### config.mk
export PLATFORM = sky130hd
export DESIGN_NAME = rom_bus_server
export DESIGN_NICKNAME = d
export VERILOG_FILES = /design/src/rtl/rom_bus_server_pkg.sv /design/src/rtl/rom_bus_server_phi2_sync.sv /design/src/rtl/rom_bus_server.sv
export SDC_FILE = /design/constraint.sdc
export NUM_CORES = 1
export LEC_CHECK = 0
export ABC_AREA = 1
export BUFFER_PORTS_ARGS = -buffer_cell sky130_fd_sc_hd__buf_4
export CORE_MARGIN = 10
export CORE_UTILIZATION = 42
export DETAILED_ROUTE_END_ITERATION = 10
export GPL_ROUTABILITY_DRIVEN = 1
export PLACE_DENSITY = 0.76
export SLEW_MARGIN = 30
export SYNTH_ARGS = -nofsm -noshare
export SYNTH_HDL_FRONTEND = slang
export SYNTH_HIERARCHICAL = 1
export SYNTH_SLANG_ARGS = --single-unit
### constraint.sdc
create_clock -name clk -period 1.6 [get_ports clk]
set_clock_uncertainty 0.2 [all_clocks]
set_input_delay 0.08 -clock clk [delete_from_list [all_inputs] [get_ports clk]]
set_output_delay 0.08 -clock clk [all_outputs]
set_load 0.01 [all_outputs]
### src/rtl/rom_bus_server_pkg.sv
// Shared types and constants for the ROM bus server: FSM state encoding and
// the default base address of the CPU ROM window.
package rom_bus_server_pkg;

  typedef enum logic [1:0] {
    S_LOAD = 2'd0,
    S_HOLD = 2'd1,
    S_RUN  = 2'd2
  } state_e;

  localparam logic [15:0] ROM_BASE_DEFAULT = 16'h8000;

endpackage

### src/rtl/rom_bus_server_phi2_sync.sv
// Brings the asynchronous CPU phi2 into the clk domain and detects its edges.
// Bit 0 is the first synchroniser stage, bit 1 the second, bit 2 the edge flop.
module phi2_sync (
  input  logic clk,
  input  logic rst,
  input  logic phi2_in,
  output logic phi2_rise,
  output logic phi2_fall,
  output logic phi2_level,
  output logic phi2_fall_pending
);

  logic [2:0] sync_q;
  logic [2:0] sync_d;

  always_comb begin
    sync_d = {sync_q[1:0], phi2_in};
  end

  always_ff @(posedge clk or posedge rst) begin
    if (rst) begin
      sync_q <= 3'b000;
    end else begin
      sync_q <= sync_d;
    end
  end

  assign phi2_rise  = sync_q[1] & ~sync_q[2];
  assign phi2_fall  = ~sync_q[1] & sync_q[2];
  assign phi2_level = sync_q[1];
  // Stage 1 already low while stage 2 is high: a fall is one edge away.
  assign phi2_fall_pending = sync_q[1] & ~sync_q[0];

endmodule

### src/rtl/rom_bus_server.sv
// Shared ROM RAM owner: passes loader writes through, holds the 6502 in reset
// until the image is loaded plus a hold time, then serves CPU ROM-window reads.
module rom_bus_server
  import rom_bus_server_pkg::*;
#(
  parameter logic [15:0] ROM_BASE          = ROM_BASE_DEFAULT,
  parameter int unsigned RESET_HOLD_CYCLES = 256
) (
  input  logic        clk,
  input  logic        rst,
  input  logic [15:0] ld_address,
  input  logic [7:0]  ld_datain,
  input  logic        ld_cs,
  input  logic        ld_we,
  input  logic        ld_complete,
  input  logic [15:0] cpu_addr,
  input  logic        cpu_rw,
  input  logic        cpu_phi2,
  output logic [7:0]  cpu_data_out,
  output logic        cpu_data_oe,
  output logic        cpu_reset_n,
  output logic [15:0] ram_address,
  output logic [7:0]  ram_datain,
  output logic        ram_cs,
  output logic        ram_we,
  input  logic [7:0]  ram_dataout,
  output state_e      dbg_state
);

  localparam int CW = (RESET_HOLD_CYCLES > 2) ? $clog2(RESET_HOLD_CYCLES) : 1;
  localparam logic [CW-1:0] HOLD_LOAD = CW'(RESET_HOLD_CYCLES - 1);

  state_e        state_q, state_d;
  logic [CW-1:0] cnt_q, cnt_d;
  logic [15:0]   addr_q, addr_d;
  logic          cs_q, cs_d;
  logic [7:0]    data_q, data_d;
  logic          oe_q, oe_d;
  logic          reset_n_q, reset_n_d;

  logic phi2_rise, phi2_fall, phi2_level, phi2_fall_pending;

  phi2_sync u_phi2_sync (
    .clk               (clk),
    .rst               (rst),
    .phi2_in           (cpu_phi2),
    .phi2_rise         (phi2_rise),
    .phi2_fall         (phi2_fall),
    .phi2_level        (phi2_level),
    .phi2_fall_pending (phi2_fall_pending)
  );

  always_comb begin
    state_d = state_q;
    cnt_d   = cnt_q;
    addr_d  = addr_q;
    cs_d    = 1'b0;
    data_d  = data_q;
    oe_d    = oe_q;
    case (state_q)
      S_LOAD: begin
        if (ld_complete) begin
          state_d = S_HOLD;
          cnt_d   = HOLD_LOAD;
        end
      end
      S_HOLD: begin
        if (cnt_q == '0) begin
          state_d = S_RUN;
        end else begin
          cnt_d = cnt_q - 1'b1;
        end
      end
      S_RUN: begin
        if (phi2_rise && cpu_rw && (cpu_addr >= ROM_BASE)) begin
          addr_d = cpu_addr;
          cs_d   = 1'b1;
        end
        // Capture always lands; the bus is only driven if phi2 is still high.
        if (cs_q) begin
          data_d = ram_dataout;
          oe_d   = phi2_level & ~phi2_fall_pending;
        end else if (phi2_fall) begin
          oe_d = 1'b0;
        end
      end
      default: state_d = S_LOAD;
    endcase
    reset_n_d = (state_d == S_RUN);
  end

  always_ff @(posedge clk or posedge rst) begin
    if (rst) begin
      state_q   <= S_LOAD;
      cnt_q     <= '0;
      addr_q    <= 16'h0000;
      cs_q      <= 1'b0;
      data_q    <= 8'h00;
      oe_q      <= 1'b0;
      reset_n_q <= 1'b0;
    end else begin
      state_q   <= state_d;
      cnt_q     <= cnt_d;
      addr_q    <= addr_d;
      cs_q      <= cs_d;
      data_q    <= data_d;
      oe_q      <= oe_d;
      reset_n_q <= reset_n_d;
    end
  end

  always_comb begin
    if (state_q == S_LOAD) begin
      ram_address = ld_address;
      ram_datain  = ld_datain;
      ram_cs      = ld_cs;
      ram_we      = ld_we;
    end else begin
      ram_address = addr_q;
      ram_datain  = 8'h00;
      ram_cs      = cs_q;
      ram_we      = 1'b0;
    end
  end

  assign cpu_data_out = data_q;
  assign cpu_data_oe  = oe_q;
  assign cpu_reset_n  = reset_n_q;
  assign dbg_state    = state_q;

endmodule
==> run summary, run 1 <==
* vias in the first global route: 2,064
* cells traversed along the worst timing path: nor2_4 -> buf_4 -> clkbuf_16 -> nand2_1 -> o21ai_0 -> buf_4
* Comb power frac: 0.106
* largest cells by area after synthesis: sky130_fd_sc_hd__dfrtp_1, sky130_fd_sc_hd__nand2_1, sky130_fd_sc_hd__inv_1
* kind of cell adding the most delay to the critical path: buffers and inverters
* cell with the most instances on the worst path: sky130_fd_sc_hd__buf_4
* GR Util All Layers: 0.159
* number of nets with antenna violations after detailed routing: 0
* register-to-register path setup slack: -0.04 ns
* internal power of the cells: 1690 uW
* residual DRC count: 0
* number of DRC violations after detailed-routing iteration 0: 183
* commonest non-fill, non-tap cell in the layout: sky130_fd_sc_hd__buf_4
* Crit Path Category: flip-flop to primary output
* via total after detailed routing: 2,147
* net switching power of the design: 457 uW
* logic depth of the worst register-to-register path: 9
* violations in the final reports: negative setup slack
* sum of buffers and inverters on the critical path: 3
* Die Width: 88.5 um
* arrival time worst endpoint: 1.50 ns
* category of the worst setup path launch point: flip-flop
* Leak: 0.00177 uW
* average instance area after synthesis: 7.95 um2
* share of power burned in registers: 0.481
* gpl congestion: 0.873
* Cells after Synth: 248
* number of placement rows: 24
* GR peak layer: met2
* cell area after technology mapping: 0.00197 mm2
* IR Drop Worst-Case VDD: 0.578 mV
* latest clock arrival within the worst-skew pair: 0.29 ns
* final critical-path share of the clock period: 1.11
* critical path peak fanout: 5
* number of slew-limit violations in the final report: 0
* required time worst endpoint: 1.32 ns
* antenna violations before repair: 0
* total of buffers placed on input and output ports: 92
* CTS sink count: 40
* Tmin final: 1.78 ns
* Crit path largest cell delay: 0.44 ns
* relative contribution of the clock network to total power: 0.413
* top-area cell type share of the netlist area: 0.508
* effective utilization at floorplan: 0.443
* met1 Resource Use GR: 0.169
* clock root cell: sky130_fd_sc_hd__clkbuf_8
* max-cap violation count: 0
* placement-stage worst setup slack: -0.0109 ns
* wirelength, routed: 6830 um
* unrepaired setup endpoints after global routing: yes
* Cell Pwr Density: 618 mW/mm2
* CTS tree: done
* H-tree depth: 2
* Design Power: 2140 uW
* share of post-route cells with drive strength above 1: 0.416
* wire per inst: 15.5 um
* post-route worst setup slack: -0.177 ns
* detailed-placement wirelength estimate: 4290 um
* met2 global-route usage: 0.267
* Switching Share: 0.213
* largest net degree at the start of global routing: 38
* detailed-router iteration count before antenna repair: 4
* Net count, final: 444
* register area share after synthesis: 0.508
* DIE AREA: 0.00783 mm2
* Worst R2R End: cnt_q[6]$_DFFE_PP0P_
* area growth from synthesis to final layout: 76.1%
* Ys Warns: 6
* final antenna diode count: 0
* number of top-level pins: 93
* Critical-path top delay cell: sky130_fd_sc_hd__dfrtp_2
* met3 usage in global routing: 0.0579
* first-pass GRT wire length: 9840 um
* clock edge transition at the registers on the reported setup and hold paths: 0.08 ns
* count of unique library cells instantiated by Yosys: 19
* register bit total from synthesis: 40
* post-route core utilization: 0.781
* Setup crit end kind: primary output
* actual transition at the worst max-transition pin: 0.474 ns
* total of endpoints with negative setup slack in the final report: 31
* relative slew slack: 0.684
* number of nets produced by synthesis: 304
* leftover overflow at the end of global routing: 0
* maximum frequency from static timing analysis: 563 MHz
* beginning of the worst register-to-register path: cnt_q[0]$_DFFE_PP0P_
* most frequent cells in the layout: sky130_fd_sc_hd__buf_4, sky130_fd_sc_hd__nand2_1, sky130_fd_sc_hd__inv_1, sky130_fd_sc_hd__dfrtp_1, sky130_fd_sc_hd__o21ai_0
* number of buffers created by CTS: 5
* result of the run: finished, violations left
* floorplan core area: 0.00444 mm2
* Max clock buf depth: 2
* HP Class: primary input to async pin
* hold violation total from the final report: 0
* die height: 88.5 um
* Via-to-Cell Ratio: 4.87
* cell type contributing the most total cell area after synthesis: sky130_fd_sc_hd__dfrtp_1
metal layers:
metal / wire, um / vias up
met5: 0 / -
met4: 270 / 0
met3: 548 / 22
li1: - / 1049
met2: 3490 / 79
met1: 2520 / 997
through the flow:
stage          area [um2]  setup TNS (ns)  hold WS, ns  cells
5_1_grt              3470           -4.86       0.0111    441
4_1_cts              3200          -0.917       0.0119    432
3_5_place_dp         2760         -0.0131       -0.229    393
2_1_floorplan        1970               0       -0.366    248
3_3_place_gp         2760               0       -0.237    393
6_report             3470           -2.22       0.0183    441
final cells by class:
cell class	instances	area, um2
flip-flops and latches	40	1000
clock buffers	6	82.6
multi-input cells	157	881
well taps	52	65.1
clock inverters	2	38.8
fillers	279	973
repair inverters	1	7.51
inverters	44	170
repair buffers	139	1220
how the worst max path moves through the flow:
| stage | start | to | cells after the start |
|---|---|---|---|
| 2_1_floorplan | cnt_q[0]$_DFFE_PP0P_ | cnt_q[5]$_DFFE_PP0P_ | 9 |
| 6_report | dbg_state[1]$_DFF_PP0_ | ram_address[13] | 6 |
| 4_1_cts | dbg_state[0]$_DFF_PP0_ | ram_address[10] | 5 |
| 3_5_place_dp | cnt_q[0]$_DFFE_PP0P_ | cnt_q[6]$_DFFE_PP0P_ | 9 |
| 5_1_grt | dbg_state[1]$_DFF_PP0_ | ram_address[13] | 6 |
| 3_3_place_gp | cnt_q[0]$_DFFE_PP0P_ | cnt_q[5]$_DFFE_PP0P_ | 9 |
cell families after synthesis:
family	Yosys count	share of synthesized area
AOI/OAI and AO/OA	34	0.0876
and+or+nand+nor	114	0.250
muxes	8	0.0457
buffers and inverters	51	0.102
DFF	40	0.508
adders and majority gates	1	0.00635
synthesized netlist by cell type:
| master | n |
|---|---|
| sky130_fd_sc_hd__clkinv_1 | 1 |
| sky130_fd_sc_hd__o31ai_1 | 1 |
| sky130_fd_sc_hd__inv_1 | 43 |
| sky130_fd_sc_hd__nand2_1 | 63 |
| sky130_fd_sc_hd__nand3_1 | 19 |
| sky130_fd_sc_hd__clkbuf_1 | 1 |
| sky130_fd_sc_hd__o21ai_1 | 1 |
| sky130_fd_sc_hd__mux2_2 | 8 |
| sky130_fd_sc_hd__buf_2 | 5 |
| sky130_fd_sc_hd__nand2_2 | 3 |
| sky130_fd_sc_hd__o21ai_0 | 32 |
| sky130_fd_sc_hd__nor3_2 | 1 |
| sky130_fd_sc_hd__nor2_2 | 3 |
| sky130_fd_sc_hd__nor2_1 | 21 |
| sky130_fd_sc_hd__ha_1 | 1 |
| sky130_fd_sc_hd__nand2_4 | 2 |
| sky130_fd_sc_hd__dfrtp_1 | 40 |
| sky130_fd_sc_hd__nand4_1 | 2 |
| sky130_fd_sc_hd__buf_4 | 1 |
sequential cells by signal, indices dropped and copies added (netlist names):
name,cells
addr_q,16
cnt_q,8
cpu_data_out,8
u_phi2_sync/sync_q,3
dbg_state,2
cpu_data_oe,1
cpu_reset_n,1
cs_q,1
worst reg2reg max path: cells and delay by family (launching register included):
family                     cells  cell delay [ns]
buffers and inverters          2             0.13
and+or+nand+nor                6             0.66
DFF                            1             0.41
adders and majority gates      1             0.14
power by group through the flow:
stage	logic, uW	clock network, uW	registers, uW
after floorplan	32.1	0	1060
after global placement	160	0	1050
after detailed placement	164	0	1050
after CTS	221	895	1030
after global routing	246	942	1030
final	227	887	1030
repair_timing:
item,in CTS,in global routing
gates resized for setup,5,48
setup endpoints to repair,32,52
hold endpoints to repair,68,0
pin swaps,2,9
gates cloned,1,2
buffers inserted,2,7
hold buffers,28,0
Note: power is estimated with default switching activity, not from simulation.
==> run 2: changes to the inputs <==
--- a/config.mk
+++ b/config.mk
@@ -12,6 +12,7 @@
 export DETAILED_ROUTE_END_ITERATION = 10
 export GPL_ROUTABILITY_DRIVEN = 1
 export PLACE_DENSITY = 0.76
+export RECOVER_POWER = 25
 export SLEW_MARGIN = 30
 export SYNTH_ARGS = -nofsm -noshare
 export SYNTH_HDL_FRONTEND = slang
==> run summary, run 2 (synthesis results as in run 1) <==
* result of the run: finished, violations left, unchanged
* violations in the final reports: negative setup slack, unchanged
* DR WL met3: 540 um, was 548 um
* detailed-router iteration count before antenna repair: 4, unchanged
* Tmin final: 1.78 ns, about the same
* total of endpoints with negative setup slack in the final report: 31, unchanged
* number of DRC violations after detailed-routing iteration 0: 184, was 183
* Die Width: 88.5 um, unchanged
* number of nets with antenna violations after detailed routing: 0, unchanged
* wire per inst: 15.4 um, was 15.5 um
* final critical-path share of the clock period: 1.11, about the same
* number of placement rows: 24, unchanged
* Top Metal Used: met4, unchanged
* share of post-route cells with drive strength above 1: 0.416, unchanged
* clock edge transition at the registers on the reported setup and hold paths: 0.08 ns, about the same
* total of buffers placed on input and output ports: 92, unchanged
* required time worst endpoint: 1.32 ns, about the same
* max-cap violation count: 0, unchanged
* CTS tree: done, unchanged
* via total after detailed routing: 2,140, was 2,147
* post-route core utilization: 0.780, was 0.781
* register bank with the most flops: addr_q, unchanged
* Cell Pwr Density: 618 mW/mm2, about the same
* critical path peak fanout: 5, unchanged
* maximum frequency from static timing analysis: 563 MHz, about the same
* CTS sink count: 40, unchanged
* Via-to-Cell Ratio: 4.85, was 4.87
* GR Util All Layers: 0.159, unchanged
* unrepaired setup endpoints after global routing: yes, unchanged
* number of slew-limit violations in the final report: 0, unchanged
* post-route worst setup slack: -0.176 ns, was -0.177 ns
* residual DRC count: 0, unchanged
* most frequent cells in the layout: sky130_fd_sc_hd__buf_4, sky130_fd_sc_hd__nand2_1, sky130_fd_sc_hd__inv_1, sky130_fd_sc_hd__dfrtp_1, sky130_fd_sc_hd__o21ai_0, unchanged
* IR Drop Worst-Case VDD: 0.575 mV, was 0.578 mV
* antenna violations before repair: 0, unchanged
* relative slew slack: 0.387, was 0.684
* detailed-placement wirelength estimate: 4290 um, unchanged
* vias in the first global route: 2,064, unchanged
* hold violation total from the final report: 0, unchanged
* Max clock buf depth: 2, unchanged
* Net count, final: 444, unchanged
* arrival time worst endpoint: 1.50 ns, about the same
* clock root cell: sky130_fd_sc_hd__clkbuf_8, unchanged
* number of buffers created by CTS: 5, unchanged
* gpl congestion: 0.873, unchanged
* flip-flop count of the largest register after layout: 16, unchanged
* routed metal-1 wirelength: 2510 um, was 2520 um
* Leak: 0.00177 uW, about the same
* final antenna diode count: 0, unchanged
* largest net degree at the start of global routing: 38, unchanged
* floorplan core area: 0.00444 mm2, unchanged
* leftover overflow at the end of global routing: 0, unchanged
* Crit Path Category: flip-flop to primary output, unchanged
* wirelength, routed: 6810 um, was 6830 um
* sum of met2 wire segment lengths after detailed routing: 3510 um, was 3490 um
* total of fill cells in the finished design: 280, was 279
* latest clock arrival within the worst-skew pair: 0.29 ns, about the same
* DIE AREA: 0.00783 mm2, unchanged
* placement-stage worst setup slack: -0.0109 ns, unchanged
* first-pass GRT wire length: 9840 um, unchanged
* Setup crit end kind: primary output, unchanged
* category of the worst setup path launch point: flip-flop, unchanged
* number of top-level pins: 93, unchanged
* commonest non-fill, non-tap cell in the layout: sky130_fd_sc_hd__buf_4, unchanged
* area growth from synthesis to final layout: 76.0%, was 76.1%
* die height: 88.5 um, unchanged
* H-tree depth: 2, unchanged
* effective utilization at floorplan: 0.443, unchanged
* HP Class: primary input to async pin, unchanged
* actual transition at the worst max-transition pin: 0.919 ns, was 0.474 ns
## run 2: cell types whose count changed in the layout (fill, tap and decap cells not counted)
cell | previous run | this run
sky130_fd_sc_hd__clkbuf_4 | 0 | 2
sky130_fd_sc_hd__clkbuf_2 | 0 | 1
sky130_fd_sc_hd__buf_4 | 96 | 93
## run 2: layout make-up
type,instances,area (um2),area share
Timing Repair inverter,1,7.51,0.00216
Multi-Input combinational cell,157,881,0.254
Inverter,44,170,0.0491
Tap cell,52,65.1,0.0188
Clock buffer,6,82.6,0.0238
Sequential cell,40,1000,0.289
Clock inverter,2,38.8,0.0112
Timing Repair Buffer,139,1220,0.352
## run 2: power by group
| part | internal [uW] | total (uW) | leakage [uW] | switching [uW] |
|---|---|---|---|---|
| clock | 511 | 886 | 0.0000614 | 375 |
| combinational | 152 | 226 | 0.00129 | 73.8 |
| sequential | 1020 | 1030 | 0.000412 | 7.63 |
| total | 1690 | 2140 | 0.00177 | 456 |
## run 2: repair_timing
item | in CTS | in global routing
endpoints found under the hold margin | 68 | 0
pin swaps | 2 | 9
setup endpoints to repair | 32 | 52
hold buffers | 28 | 0
gates resized for setup | 5 | 48
gates cloned | 1 | 2
setup buffers | 2 | 7
## run 2: worst max-delay path: stages (launching register included)
cell and delay (ns):
sky130_fd_sc_hd__dfrtp_2 0.44, sky130_fd_sc_hd__nor2_4 0.14, sky130_fd_sc_hd__buf_4 0.16, sky130_fd_sc_hd__clkbuf_16 0.13, sky130_fd_sc_hd__nand2_1 0.05, sky130_fd_sc_hd__o21ai_0 0.10, sky130_fd_sc_hd__buf_4 0.18
## run 2: through the flow
stage | hold slack (ns) | std cells | TNS, ns | instance area, um2 | total power, uW
2_1_floorplan | -0.366 | 248 | 0 | 1970 | 1090
3_3_place_gp | -0.237 | 393 | 0 | 2760 | 1210
3_5_place_dp | -0.229 | 393 | -0.0131 | 2760 | 1220
4_1_cts | 0.0119 | 432 | -0.917 | 3200 | 2150
5_1_grt | 0.0132 | 441 | -4.93 | 3470 | 2220
6_report | 0.0190 | 441 | -2.22 | 3470 | 2140
## run 2: layer usage
| layer | global-route usage | up-vias |
|---|---|---|
| li1 | - | 1048 |
| met1 | 0.169 | 996 |
| met2 | 0.267 | 76 |
| met3 | 0.0579 | 20 |
| met4 | 0.0925 | 0 |
| met5 | 0 | - |
## run 2: path summary, 6_finish.rpt
check / from / to / depth (start not counted) / slack (ns)
worst min-delay path: rst / u_phi2_sync/sync_q[0]$_DFF_PP0_ / 3 / 0.02
max in group asynchronous: rst / dbg_state[1]$_DFF_PP0_ / 4 / 0.15
worst min register to register: u_phi2_sync/sync_q[0]$_DFF_PP0_ / u_phi2_sync/sync_q[1]$_DFF_PP0_ / 0 / 0.18
min in group clk: u_phi2_sync/sync_q[0]$_DFF_PP0_ / u_phi2_sync/sync_q[1]$_DFF_PP0_ / 0 / 0.18
worst max-delay path: dbg_state[1]$_DFF_PP0_ / ram_address[13] / 6 / -0.18
worst max register to register: cnt_q[0]$_DFFE_PP0P_ / cnt_q[6]$_DFFE_PP0P_ / 9 / -0.04
